[config.mk]
export PLATFORM = sky130hd
export DESIGN_NAME = byte_deser
export DESIGN_NICKNAME = d
export VERILOG_FILES = /design/src/rtl/byte_deser.sv
export SDC_FILE = /design/constraint.sdc
export NUM_CORES = 1
export LEC_CHECK = 0
export ABC_CLOCK_PERIOD_IN_PS = 2100
export BUFFER_PORTS_ARGS = -buffer_cell sky130_fd_sc_hd__buf_2
export CORE_ASPECT_RATIO = 1.4
export CORE_MARGIN = 2
export CORE_UTILIZATION = 50
export DETAILED_ROUTE_END_ITERATION = 10
export PLACE_DENSITY_LB_ADDON = 0.08
export SETUP_SLACK_MARGIN = 0.02
export SLEW_MARGIN = 20
export SYNTH_ARGS = -nofsm -noshare
export SYNTH_HDL_FRONTEND = slang
export SYNTH_SLANG_ARGS = --single-unit
[constraint.sdc]
create_clock -name clk -period 2.1 [get_ports clk]
set_input_delay 0.21 -clock clk [delete_from_list [all_inputs] [get_ports clk]]
set_output_delay 0.21 -clock clk [all_outputs]
set_load 0.05 [all_outputs]
[src/rtl/byte_deser.sv]
`default_nettype none
// ============================================================================
// byte_deser : 8N1 serial-to-byte deserializer with framing-error detection
// Revision   : 1.0
// ============================================================================
module byte_deser #(
    parameter int CLKS_PER_BIT = 16
) (
    input  logic       clk,
    input  logic       rst,
    input  logic       sin,
    output logic [7:0] c,
    output logic       enb,
    output logic       ferr,
    output logic       busy
);

    localparam int TW = (CLKS_PER_BIT > 1) ? $clog2(CLKS_PER_BIT) : 1;
    localparam logic [TW-1:0] FULL = TW'(CLKS_PER_BIT - 1);
    localparam logic [TW-1:0] HALF = TW'(CLKS_PER_BIT / 2 - 1);
    localparam logic [TW-1:0] ONE  = TW'(1);

    typedef enum logic [2:0] {
        IDLE      = 3'd0,
        START     = 3'd1,
        DATA      = 3'd2,
        STOP      = 3'd3,
        WAIT_HIGH = 3'd4
    } state_t;

    state_t        state, state_n;
    logic [TW-1:0] timer, timer_n;
    logic [2:0]    bitcnt, bitcnt_n;
    logic [7:0]    shreg, shreg_n;
    logic [7:0]    c_n;
    logic          enb_n, ferr_n;
    logic          sync1, sin_s;

    // Synchronizer flops reset to 1 so a reset looks like an idle line.
    always_ff @(posedge clk or negedge rst) begin
        if (!rst) begin
            sync1 <= 1'b1;
            sin_s <= 1'b1;
        end else begin
            sync1 <= sin;
            sin_s <= sync1;
        end
    end

    always_ff @(posedge clk or negedge rst) begin
        if (!rst) begin
            state  <= IDLE;
            timer  <= '0;
            bitcnt <= '0;
            shreg  <= '0;
            c      <= '0;
            enb    <= 1'b0;
            ferr   <= 1'b0;
        end else begin
            state  <= state_n;
            timer  <= timer_n;
            bitcnt <= bitcnt_n;
            shreg  <= shreg_n;
            c      <= c_n;
            enb    <= enb_n;
            ferr   <= ferr_n;
        end
    end

    always_comb begin
        state_n  = state;
        timer_n  = timer + ONE;
        bitcnt_n = bitcnt;
        shreg_n  = shreg;
        c_n      = c;
        enb_n    = 1'b0;
        ferr_n   = 1'b0;

        unique case (state)
            IDLE: begin
                timer_n = '0;
                if (!sin_s) begin
                    state_n = START;
                end
            end
            START: begin
                // Mid-start-bit check rejects short glitches on the line.
                if (timer == HALF) begin
                    timer_n  = '0;
                    bitcnt_n = '0;
                    state_n  = sin_s ? IDLE : DATA;
                end
            end
            DATA: begin
                if (timer == FULL) begin
                    shreg_n[bitcnt] = sin_s;
                    timer_n         = '0;
                    bitcnt_n        = bitcnt + 3'd1;
                    if (bitcnt == 3'd7) begin
                        state_n = STOP;
                    end
                end
            end
            STOP: begin
                if (timer == FULL) begin
                    timer_n = '0;
                    if (sin_s) begin
                        c_n     = shreg;
                        enb_n   = 1'b1;
                        state_n = IDLE;
                    end else begin
                        ferr_n  = 1'b1;
                        state_n = WAIT_HIGH;
                    end
                end
            end
            WAIT_HIGH: begin
                // A broken frame leaves the line low; only a high line re-arms.
                timer_n = '0;
                if (sin_s) begin
                    state_n = IDLE;
                end
            end
            default: begin
                timer_n = '0;
                state_n = IDLE;
            end
        endcase
    end

    assign busy = (state != IDLE);

endmodule
`default_nettype wire

==> results.json <==
{
  "post_cts_resized": 0,
  "synth_area_leader_cell": "dfrtp_1",
  "wl_per_cell_um": 14.8,
  "ios": 14,
  "place_congestion": 0.736,
  "ant_nets": 0,
  "numPortBuffers": 13,
  "clk_latency_ns": 0.33,
  "synth-edff-count": 0,
  "status": "finished clean",
  "leakagePower_uw": 0.000779,
  "fin_ws_ns": 0.323,
  "period_share_pct": 84.6,
  "arrival_ns": 2.00,
  "grtUsageTotal_pct": 17.8,
  "grt_max_degree": 31,
  "reg2regPathDepth": 4,
  "setup_viol": 0,
  "hold_buffers": 2,
  "drc": 0,
  "async_flop_share_pct": 100,
  "fp.dieH_um": 66.4,
  "cts.sinks": 30,
  "synth.top_cell.area_share_pct": 50.5,
  "n_antenna_cell": 0,
  "ys_seq_elements": 30,
  "num_rows": 22,
  "wirelength_um": 2380,
  "antenna_found_initial": 0,
  "synth_area_leaders": "dfrtp_1 (50%), mux2_2 (6.5%), mux2_1 (5.7%), dfstp_2 (3.8%), nand3_1 (3.2%)",
  "tightestPinTransition_ns": 0.643,
  "avgSynthCellArea_um2": 12.7,
  "post-cts-setup-buffers": 0,
  "syn-num-nets": 115,
  "critPathCaptureType": "flop",
  "hpwl_um": 1610,
  "post-route-min-period_ns": 1.78,
  "vdd_drop_max_mv": 0.533,
  "synth_flop_cell": "dfrtp_1",
  "die_w_um": 48.5,
  "ys_warn_count": 0,
  "root_buffer": "clkbuf_4",
  "initial_core_util_pct": 52.6,
  "criticalPathCategory": "reg -> reg",
  "ys_seq_area_share_pct": 54.2,
  "core_um2": 2640,
  "cap_violations": 0,
  "nNetsFinal": 130,
  "synth_cell_types": 36,
  "clk_path_buf_depth": 2,
  "max_slew_margin_pct": 57.1,
  "layout-drive-gt1-share_pct": 28.0,
  "cp.required_ns": 2.32,
  "fin_worst_skew_ns": 0.00671,
  "finalSetupTns_ns": 0,
  "pre_cts_slack_ns": 0.338,
  "hold_slack_ns": 0.361,
  "hold_depth": 0,
  "path_max_fanout": 11,
  "dr.pass1.iters": 4,
  "hold_class": "reg -> reg",
  "area_growth_pct": 10.5,
  "viasPerCell": 5.63,
  "dr.first_iter.drc_count": 32,
  "drv_slew": 0,
  "path_clk_slew_ns": 0.09,
  "power_density_nw_per_um2": 977,
  "grt_pass1_wl_um": 4210,
  "hold_viol_final": 0,
  "htreeDepth": 2,
  "rsz0062_at_grt": "no",
  "cts_tree": "yes",
  "synth_cells": 109,
  "fp.dieArea_um2": 3220,
  "grt_pass1_vias": 924,
  "numCtsBuffers": 5,
  "vias": 906,
  "synth_area_um2": 1390,
  "crit_path_start_kind": "flop",
  "grt_overflow": 0,
  "fmax_mhz": 563
}
==> cell usage after synthesis, drive strengths merged, types with 2 or more instances <==
library cell  instances
nor3                  2
a211oi                2
xnor2                 2
clkbuf                2
nand4                 2
mux2                 17
dfstp                 2
and4b                 2
inv                   3
nand2                 2
and3                  3
nor2                  3
ha                    3
a22o                  2
nor3b                 4
nand3                 9
dfrtp                28
buf                   6
a21oi                 3
and3b                 2
==> worst max-delay path, stage by stage, from the launching register on <==
cell and delay (ns):
dfrtp_1 0.40, ha_1 0.32, and4b_4 0.38, nand4_4 0.22, mux2_4 0.36
==> per-layer routing <==
layer | global-route usage (%) | part of all wire (%)
met5 | 0 | 0
met4 | 9.64 | 2.0
met3 | 6.11 | 4.0
met2 | 31.3 | 52
met1 | 18.8 | 42
==> metrics by stage <==
step	total power [uW]	util [%]	std cells	cell area, um2
floorplan	1090	-	109	1390
finish	1500	58.0	161	1530
global placement	1130	55.1	151	1460
detailed placement	1150	55.1	151	1460
CTS	1510	58.0	161	1530
global route	1600	58.0	161	1530
==> cells in the final DEF (no fill, tap or decap), types with 3 or more instances in the layout <==
cell type and instances:
buf_2 13, nor2_1 3, nor3b_1 4, dfrtp_1 28, ha_1 3, mux2_2 8, clkbuf_4 5, a21oi_1 3
and3_1 3, nand3_1 9, mux2_1 7, inv_1 3
==> kinds of logic (layout without fill, tap and decap cells) <==
kind of cell	Yosys count	in the layout	share of synthesized area, %
AO/OA/AOI/OAI	11	11	5.59
XOR/XNOR	2	2	1.26
adder cells (fa/ha/maj)	3	3	2.70
buffers and inverters	11	27	4.50
flip-flops	30	30	54.2
multiplexers	17	17	14.3
AND/OR/NAND/NOR	35	35	17.4
==> worst paths after layout <==
check	start	end	slack, ns
worst max-delay path	timer[0]	c[7]	0.32
worst min-delay path	sync1	sin_s	0.36
worst max register to register	timer[0]	c[7]	0.32
worst min register to register	sync1	sin_s	0.36
max in group asynchronous	rst	bitcnt[0]	1.25
min in group asynchronous	rst	shreg[4]	0.43
==> layout make-up <==
| class | instances | area (um2) |
|---|---|---|
| flip-flops and latches | 30 | 753 |
| repair buffers | 16 | 92.6 |
| clock buffers | 8 | 58.8 |
| fillers | 240 | 1110 |
| multi-input cells | 68 | 573 |
| well taps | 36 | 45.0 |
| inverters | 3 | 11.3 |
==> registers in the layout, summed over array words and instances (netlist names) <==
name / cells
shreg: 8
bitcnt: 3
sync1: 1
enb: 1
timer: 4
c: 8
state: 3
ferr: 1
sin_s: 1
==> report_power, final <==
part	switching [uW]	internal, uW
Sequential	152	655
Clock	189	165
Combinational	179	160
Total	520	979
Note: power is estimated with default switching activity, not from simulation.
